$ cat src/rtl/truth_table_sweeper.sv
// ============================================================================
// Module   : truth_table_sweeper
// Purpose  : Walks every N-bit input combination of an external gate and
//            captures its truth table; optional expected-table comparison
//            is built when TRUTH_TABLE_SWEEPER_COMPARE_EN is defined.
// Revision : 1.0  initial release
// ============================================================================
`default_nettype none

module truth_table_sweeper #(
    parameter int N      = 2,
    parameter int SETTLE = 1
) (
    input  logic                clk,
    input  logic                rst_n,
    input  logic                start,
    input  logic [(1<<N)-1:0]   expected,
    output logic [N-1:0]        gate_in,
    input  logic                gate_out,
    output logic                busy,
    output logic                done,
    output logic [(1<<N)-1:0]   table_out,
    output logic                pass,
    output logic                err,
    output logic [N-1:0]        fail_idx
);

    localparam int           c_TW       = 1 << N;
    localparam logic [N:0]   c_LAST_IDX = (N+1)'(c_TW - 1);
    localparam logic [3:0]   c_RELOAD   = 4'(SETTLE - 1);

    typedef enum logic [1:0] {
        S_IDLE   = 2'd0,
        S_DRIVE  = 2'd1,
        S_SAMPLE = 2'd2,
        S_DONE   = 2'd3
    } state_t;

    state_t            r_state;
    state_t            w_next;
    logic [N:0]        r_idx;
    logic [N:0]        w_idx_inc;
    logic [3:0]        r_cnt;
    logic [N-1:0]      r_gate_in;
    logic [c_TW-1:0]   r_table;
    logic              w_last;
    logic              w_accept;

    assign w_last    = (r_idx == c_LAST_IDX);
    assign w_accept  = (r_state == S_IDLE) && start;
    assign w_idx_inc = r_idx + (N+1)'(1);

    always_ff @(posedge clk or negedge rst_n) begin
        if (!rst_n) begin
            r_state <= S_IDLE;
        end else begin
            r_state <= w_next;
        end
    end

    always_comb begin
        w_next = r_state;
        case (r_state)
            S_IDLE:   if (start) w_next = S_DRIVE;
            S_DRIVE:  if (r_cnt == 4'd0) w_next = S_SAMPLE;
            S_SAMPLE: w_next = w_last ? S_DONE : S_DRIVE;
            S_DONE:   w_next = S_IDLE;
            default:  w_next = S_IDLE;
        endcase
    end

    always_ff @(posedge clk or negedge rst_n) begin
        if (!rst_n) begin
            r_idx     <= '0;
            r_cnt     <= '0;
            r_gate_in <= '0;
            r_table   <= '0;
        end else begin
            case (r_state)
                S_IDLE: begin
                    if (start) begin
                        r_idx     <= '0;
                        r_cnt     <= c_RELOAD;
                        r_gate_in <= '0;
                        r_table   <= '0;
                    end
                end
                S_DRIVE: begin
                    if (r_cnt != 4'd0) begin
                        r_cnt <= r_cnt - 4'd1;
                    end
                end
                S_SAMPLE: begin
                    r_table[r_idx[N-1:0]] <= gate_out;
                    // Gate inputs park at 0 for the DONE cycle.
                    if (w_last) begin
                        r_gate_in <= '0;
                    end else begin
                        r_idx     <= w_idx_inc;
                        r_gate_in <= w_idx_inc[N-1:0];
                        r_cnt     <= c_RELOAD;
                    end
                end
                default: begin
                end
            endcase
        end
    end

    assign gate_in   = r_gate_in;
    assign table_out = r_table;
    assign busy      = (r_state == S_DRIVE) || (r_state == S_SAMPLE);
    assign done      = (r_state == S_DONE);

`ifdef TRUTH_TABLE_SWEEPER_COMPARE_EN
    logic [c_TW-1:0]   r_expected;
    logic              r_err;
    logic              r_pass;
    logic [N-1:0]      r_fail_idx;
    logic              w_mismatch;

    assign w_mismatch = (r_state == S_SAMPLE) && (gate_out != r_expected[r_idx[N-1:0]]);

    always_ff @(posedge clk or negedge rst_n) begin
        if (!rst_n) begin
            r_expected <= '0;
            r_err      <= 1'b0;
            r_pass     <= 1'b0;
            r_fail_idx <= '0;
        end else if (w_accept) begin
            r_expected <= expected;
            r_err      <= 1'b0;
            r_pass     <= 1'b0;
            r_fail_idx <= '0;
        end else if (r_state == S_SAMPLE) begin
            if (w_mismatch && !r_err) begin
                r_err      <= 1'b1;
                r_fail_idx <= r_idx[N-1:0];
            end
            // Include the final sample's own mismatch so pass is right in DONE.
            if (w_last) begin
                r_pass <= !(r_err || w_mismatch);
            end
        end
    end

    assign err      = r_err;
    assign pass     = r_pass;
    assign fail_idx = r_fail_idx;
`else
    logic w_unused_expected;
    logic w_unused_accept;

    assign w_unused_expected = ^expected;
    assign w_unused_accept   = w_accept;
    assign err               = 1'b0;
    assign pass              = 1'b0;
    assign fail_idx          = '0;
`endif

endmodule

`default_nettype wire
$ cat config.mk
export PLATFORM = sky130hd
export DESIGN_NAME = truth_table_sweeper
export DESIGN_NICKNAME = d
export VERILOG_FILES = /design/src/rtl/truth_table_sweeper.sv
export SDC_FILE = /design/constraint.sdc
export NUM_CORES = 1
export LEC_CHECK = 0
export CORE_AREA = 2 2 44 50
export CTS_BUF_LIST = sky130_fd_sc_hd__clkbuf_2
export CTS_CLUSTER_SIZE = 28
export DETAILED_ROUTE_END_ITERATION = 12
export DIE_AREA = 0 0 46 52
export GPL_TIMING_DRIVEN = 0
export PLACE_DENSITY = 0.86
export REMOVE_ABC_BUFFERS = 1
export SYNTH_ARGS = -nofsm -noshare
export SYNTH_HDL_FRONTEND = slang
export SYNTH_SLANG_ARGS = --single-unit
export TNS_END_PERCENT = 100
$ cat constraint.sdc
create_clock -name clk -period 4.7 [get_ports clk]
set_input_delay 0.94 -clock clk [delete_from_list [all_inputs] [get_ports clk]]
set_output_delay 0.94 -clock clk [all_outputs]
set_load 0.005 [all_outputs]
---- Word level (Yosys, flattened, before mapping) ----
Cells that the tools add are included.
storage, ports and cells
  bits in registers ....................... 15
  output and inout port bits .............. 12
operators by class
  muxes and demuxes ....................... 18
  eq/ne operators ......................... 8
  $add $sub $neg .......................... 2
  reduce and logical (&&, ||, !) cells .... 11
  order comparisons ....................... 2
operators by type and width
  kind                                                                count
  2-to-1 mux 4 bit                                                    3
  case mux 4 bit (3 select lines)                                     1
  2-to-1 mux 2 bit                                                    5
  inequality test 2 bit (second input constant)                       4
  case mux 2 bit (4 select lines)                                     1
  case mux 4 bit (2 select lines)                                     1
  2-to-1 mux 3 bit                                                    2
  case mux 3 bit (2 select lines)                                     1
  bitwise mux 4 bit                                                   1
  == test 2 bit (second input constant)                               2
  logical NOT 4 bit                                                   1
  case mux 2 bit (2 select lines)                                     1
  AND reduction 2 bit                                                 2
  AND reduction 4 bit                                                 1
  nonzero test 4 bit                                                  1
  subtractor 4 x 1 -> 4 bit (second input constant)                   1
  adder 3 x 1 -> 3 bit (second input constant)                        1
  == test 3 x 2 -> 1 bit (second input constant)                      1
  less-than comparator 2 x 3 -> 1 bit (second input constant)         1
  AND reduction 3 bit                                                 1
  nonzero test 3 bit                                                  1
  demux 1 bit (select 2 bit)                                          1
  == test 2 x 1 -> 1 bit (second input constant)                      1
  greater-or-equal comparator 2 x 1 -> 1 bit (second input constant)  1
  5 further kinds                                                     5

---- Longest topological paths before layout ----
  word-level depth ........................ 6
  mapped depth ............................ 7

---- Worst setup path after synthesis ----
Ideal clock, no wire load.
  path kind ............................... register -> output
  start point ............................. reg r_state[0]
  end point ............................... out busy
  cell stages (with the launch flop) ...... 3
  data arrival time ....................... 0.748 ns
  buffers on the path ..................... 0
  setup slack ............................. 3.012 ns
  cells stage by stage .................... dfrtp_1 -> inv_1 -> ha_1
on the way
  longest elaborated chain between the ends .. 2
  elaborated cells on any way between the ends .. 3
  classes of those cells .................. 2 x eq/ne; 1 x reduce/logical
RTL lines
  what                                                     RTL line  text
  from (decl)                                              39        state_t r_state;
  from (signal assigned)                                   57        r_state <= w_next;
  == test 2 x 1 -> 1 bit or == test 2 bit (tied branches)  112       assign busy = (r_state == S_DRIVE) || (r_state == S_SAMPLE);
  logical OR 1 bit *                                       112
  to (decl)                                                20        output logic busy,
Every way passes the cells marked *; elsewhere a longest branch is shown, timed or not.

---- Worst setup path after layout ----
  start point ............................. reg r_state[1]
  end point ............................... out busy
Same word-level chain as after synthesis.

==> qor.yml <==
syn_area_sq_um: 991.0
wire_per_inst_um: 12.82
critical_path.max_fanout: 5
drt_iter0_markers: 11
crit_type: "reg -> out"
register_area_sq_um: 375.4
worst_slew_pin_slew_ns: 0.6972
fin_util_pct: 58.04
rows: 17
met2_usage_pct: 27.55
startpoint_type: "flop"
cp_cell_sequence: "inv_1 > ha_1 > clkdlybuf4s50_1"
arrival_ns: 1.60
post_cts.repair.setup_buffers: 0
ys_async_sr_fraction_pct: 100.0
finalCritPeriodShare_pct: 54.07
synth-seq-area-share_pct: 37.88
num_antenna_cells: 0
synth.top_cell.area_share_pct: 37.88
hold_viol_final: 0
grt-busiest-layer: "met2"
cts_buffers: 3
viasPerCell: 5.677
core_region_area_sq_um: 1914
clk_pin_slew_ns: 0.14
die_x_um: 46
max_freq_mhz: 393.5
ys_ff_latch: 15
rsz0062_at_grt: "no"
syn_avg_cell_area_sq_um: 9.621
max_cap_viol_count: 0
yosys-top-cells-area: "dfrtp_1 (38%), ha_1 (14%), inv_1 (4.5%), a22o_1 (4.4%), nand2_1 (3.8%)"
cts_hold_buf: 0
synth_enable_flop_cells: 0
fillers: 167
ys.flop_type: "dfrtp_1"
drive_above_1_share_pct: 7.018
grt_start_max_net_pins: 19
yosysTopAreaCell: "dfrtp_1"
dp_slack_ns: 2.365
synth.distinct_cells: 31
routed_wl_um: 1705
holdWs_ns: 0.5010
place_congestion: 0.7145
power_leakage_nw: 0.5361
maxSlewViolCount: 0
clk_latency_ns: 0.29
via_count: 755
worst_slack_ns: 2.159
relSlewSlack_pct: 53.37
rrSetupSlack_ns: 2.88
critPathMaxStageDelay_ns: 0.49
grt_pass1_wl_um: 2815
cts_tree: "built"
finalNetCount: 134
setup_viol: 0
h-tree-depth: 1
worst_hold_path_type: "reg -> reg"
syn2layout_area_growth_pct: 12.12
power_mw: 0.5322
use_met1_pct: 18.66
critical_path.endpoint_type: "primary output"
setup_tns_ns: 0
yosys_warnings: 0
clock_path_buffers: 2
skew_ns: 0.005906
multi_input_area_sq_um: 536.8
antenna_found_initial: 0
initial_utilization_pct: 51.76
die-height_um: 52
first_global_vias: 680
io_pins: 20
worst_ep_required_time_ns: 3.76
track_usage_pct: 16.48
status: "complete, no violations"
root_buffer: "clkbuf_2"
cts.sinks: 15
fin_crit_ns: 2.541
cts_resized: 0
grt-ovfl-total: 0
synthCells: 103
power.density_nw_per_um2: 479.0
drtPass1Iterations: 3
numPortBuffers: 11
ant_nets: 0
die_area_sq_um: 2392
hpwl_um: 1350
ir_drop_mv: 0.4561
grtUsageMet3_pct: 3.125
crit_slowest_cell: "clkdlybuf4s50_1"
drc: 0
[worst paths after layout]
kind,startpoint,to,cells after the start
min in group asynchronous,rst_n,table_out[0],1
worst max-delay path,r_state[1],busy,3
worst max register to register,r_state[1],table_out[2],5
max in group asynchronous,rst_n,gate_in[0],1
worst min register to register,gate_in[0],gate_in[0],2
worst min-delay path,gate_in[0],gate_in[0],2
[placed cells by master (no fill, tap or decap), types with 4 or more instances in the layout]
master	n
conb_1	4
a22o_1	5
nand2_1	10
clkbuf_2	4
clkdlybuf4s50_1	11
dfrtp_1	15
inv_1	12
o22ai_1	4
ha_1	11
o21ai_0	4
[area by class of cell]
cell class | count | share of cell area [%]
multi-input cells | 72 | 48.31
flip-flops and latches | 15 | 33.78
clock buffers | 4 | 1.802
inverters | 12 | 4.054
well taps | 19 | 2.140
repair buffers | 11 | 9.910
[synth_stat cells, drive strengths merged, types with 2 or more instances]
master   n
nor2b    2
a32o     2
o22ai    4
nand2b   3
nand3    3
a22o     5
or3      3
inv     12
o211ai   2
ha      11
o21ai    4
dfrtp   15
o31ai    3
a21o     2
nor2     3
buf      7
nand2   10
a21oi    2
[through the flow]
step	instances	area, sq um
finish	133	1111
detailed placement	129	1091
CTS	133	1111
floorplan	99	957.2
global placement	129	1091
global route	133	1111
[sequential cells by signal, summed over array words and instances (netlist names)]
name,cells
gate_in,2
r_cnt,4
r_idx,3
r_state,2
table_out,4
[critical path, delay by kind of cell, from the launching register on]
kind / cells / cell delay (ns)
flops: 1 / 0.44
fa+ha+maj: 1 / 0.28
buf+inv: 2 / 0.59
[logic make-up (layout without fill, tap and decap cells)]
kind of cell             Yosys count  count (layout)  synth area share [%]
AO/OA/AOI/OAI                     27              27                 20.33
adder cells (fa/ha/maj)           11              11                 13.89
buffers and inverters             19              27                 9.090
flip-flops                        15              15                 37.88
multiplexers                       1               1                 2.273
other                              1               4                0.3784
AND/OR/NAND/NOR                   29              29                 16.16
[power by group]
part,internal [mW],switching (mW),leakage (nW),total [mW]
Clock,0.0225,0.0422,0.0166,0.0648
Sequential,0.159,0.0295,0.205,0.189
Combinational,0.129,0.150,0.315,0.278
Total,0.311,0.222,0.536,0.532
[metal layers]
layer | vias up | wire (um)
met4 | 0 | 37
li1 | 374 | -
met5 | - | 0
met3 | 5 | 57
met2 | 14 | 884
met1 | 362 | 726
Power figures use the tool's default switching activity.
==> RTL edit (same flow settings) <==
Encoding of `state_t`: now one-hot (4 bits for 4 states).
--- a/src/rtl/truth_table_sweeper.sv
+++ b/src/rtl/truth_table_sweeper.sv
@@ -31,7 +31,7 @@
 
-    typedef enum logic [1:0] {
-        S_IDLE   = 2'd0,
-        S_DRIVE  = 2'd1,
-        S_SAMPLE = 2'd2,
-        S_DONE   = 2'd3
+    typedef enum logic [3:0] {
+        S_IDLE   = 4'b0001,
+        S_DRIVE  = 4'b0010,
+        S_SAMPLE = 4'b0100,
+        S_DONE   = 4'b1000
     } state_t;
Formal check against the unedited RTL: same outputs for any inputs over 10 cycles, from zero or initial values and one cycle with rst_n low; not proved beyond that.
==> RTL edit against the original RTL <==
Global-route usage is 0.21 points lower. Power is 21% lower. Final area is 3.0% lower. Area after synthesis is 2.1% lower. Worst setup slack worse by 590 ps. Utilization is 1.8 points lower. Count of clock-buffer cells in the layout stayed put. Final cell count is 5.3% lower. Sequential cell count is 2 higher. Clock skew is 4.5 ps lower. Sequential share of layout area is 5.8 points higher. Register-to-register slack worse by 280 ps. Wire length is 4.4% lower.
==> RTL edit: results (changes against the original RTL) <==
fraction of synthesized cell area in xor and xnor cells 0.009032 (+0.009032); top achievable clock speed 319.5 MHz (-19%); worst clock skew 1.412 ps (-4.495 ps); highest fanout seen on the critical path 16 (+11); worst reg2reg setup slack 2600 ps (-280 ps); worst hold path endpoint r_idx[2]$_DFFE_PN0P_; fraction of final layout cells sized beyond drive strength 1 0.08411 (+0.01394); reg-to-reg critical path startpoint r_idx[0]$_DFFE_PN0P_; Crit path arrival time 2190 ps (+590 ps); last weighted congestion value of the routability-driven placer 0.7689 (+7.6%); DR WL met2 752 um (-15%); status completed; cells on worst reg2reg path 6 (+1); first-pass detailed-route iteration total 4 (+1); pin count of the biggest net entering global routing 18 (-1); Worst Hold Launch r_idx[2]$_DFFE_PN0P_; met3 wire length 55 um (-3.5%); pre-CTS setup slack 1899 ps (-465.1 ps); switching fraction of total power 0.3615 (-0.05491); number of inserted filler cells in the final layout 158 (-5.4%); total number of vias 723 (-4.2%); smallest hold slack 517.5 ps (+16.46 ps); fraction of synthesized area in multiplexers 0 (-0.02273); endpoint of the lowest-slack register-to-register path r_cnt[1]$_DFFE_PN0P_; dominant cells by area after synthesis dfrtp_1 (41%), ha_1 (7.7%), a22o_1 (4.5%); routing usage on met2 0.2569 (-0.01852); Detailed Place HPWL 1190 um (-12%); share of synthesized cell area in full adder, half adder and majority cells 0.07742 (-0.06147); placed standard-cell area 1057 um^2 (-3.1%); portion of the post-synthesis area used by sequential elements 0.4400 (+0.06121); post-detailed-route wirelength per cell 12.94 um (+0.91%); global-route met3 utilization 0.02083 (-0.01042); overall routing resource usage 0.1627 (-0.002104); WL met1 803 um (+11%); drt first-iter violations 20 (+9); Critical path origin r_state[2]$_DFFE_PN0P_; number of different library cells in the post-synthesis netlist 38 (+23%); total clock buffers created by CTS 3 (unchanged); leakage component of the power 0.4868 nW (-9.2%); average size of a mapped cell 9.997 um^2 (+3.9%); grt met1 use 0.2169 (+0.03037); register clock-pin slew on the reported worst setup and hold paths 160 ps (+20 ps)
==> RTL edit: per-stage QoR <==
step | total power, W | utilization
after floorplan | 0.0003023 | -
after global placement | 0.0003475 | 0.5523
after detailed placement | 0.0003543 | 0.5523
after CTS | 0.0004207 | 0.5627
after global routing | 0.0004559 | 0.5627
final | 0.0004183 | 0.5627
==> RTL edit: power groups by stage <==
stage | Combinational [W] | Sequential, W | Clock, W
floorplan | 0.000101 | 0.000201 | 0
global placement | 0.000141 | 0.000207 | 0
detailed placement | 0.000144 | 0.000210 | 0
CTS | 0.000145 | 0.000206 | 0.0000688
global route | 0.000167 | 0.000213 | 0.0000757
finish | 0.000143 | 0.000206 | 0.0000684
==> RTL edit: worst max-delay path, cell delays in order, from the launching register on <==
cell,delay (ps)
dfrtp_1,570
or4b_1,720
nand2_1,110
clkdlybuf4s50_1,500
==> RTL edit: layout make-up <==
class,count,area share
inverter,8,0.02787
tap,19,0.02207
multi-input combinational,67,0.4332
sequential,17,0.3961
timing repair buffer,11,0.1022
clock buffer,4,0.01858
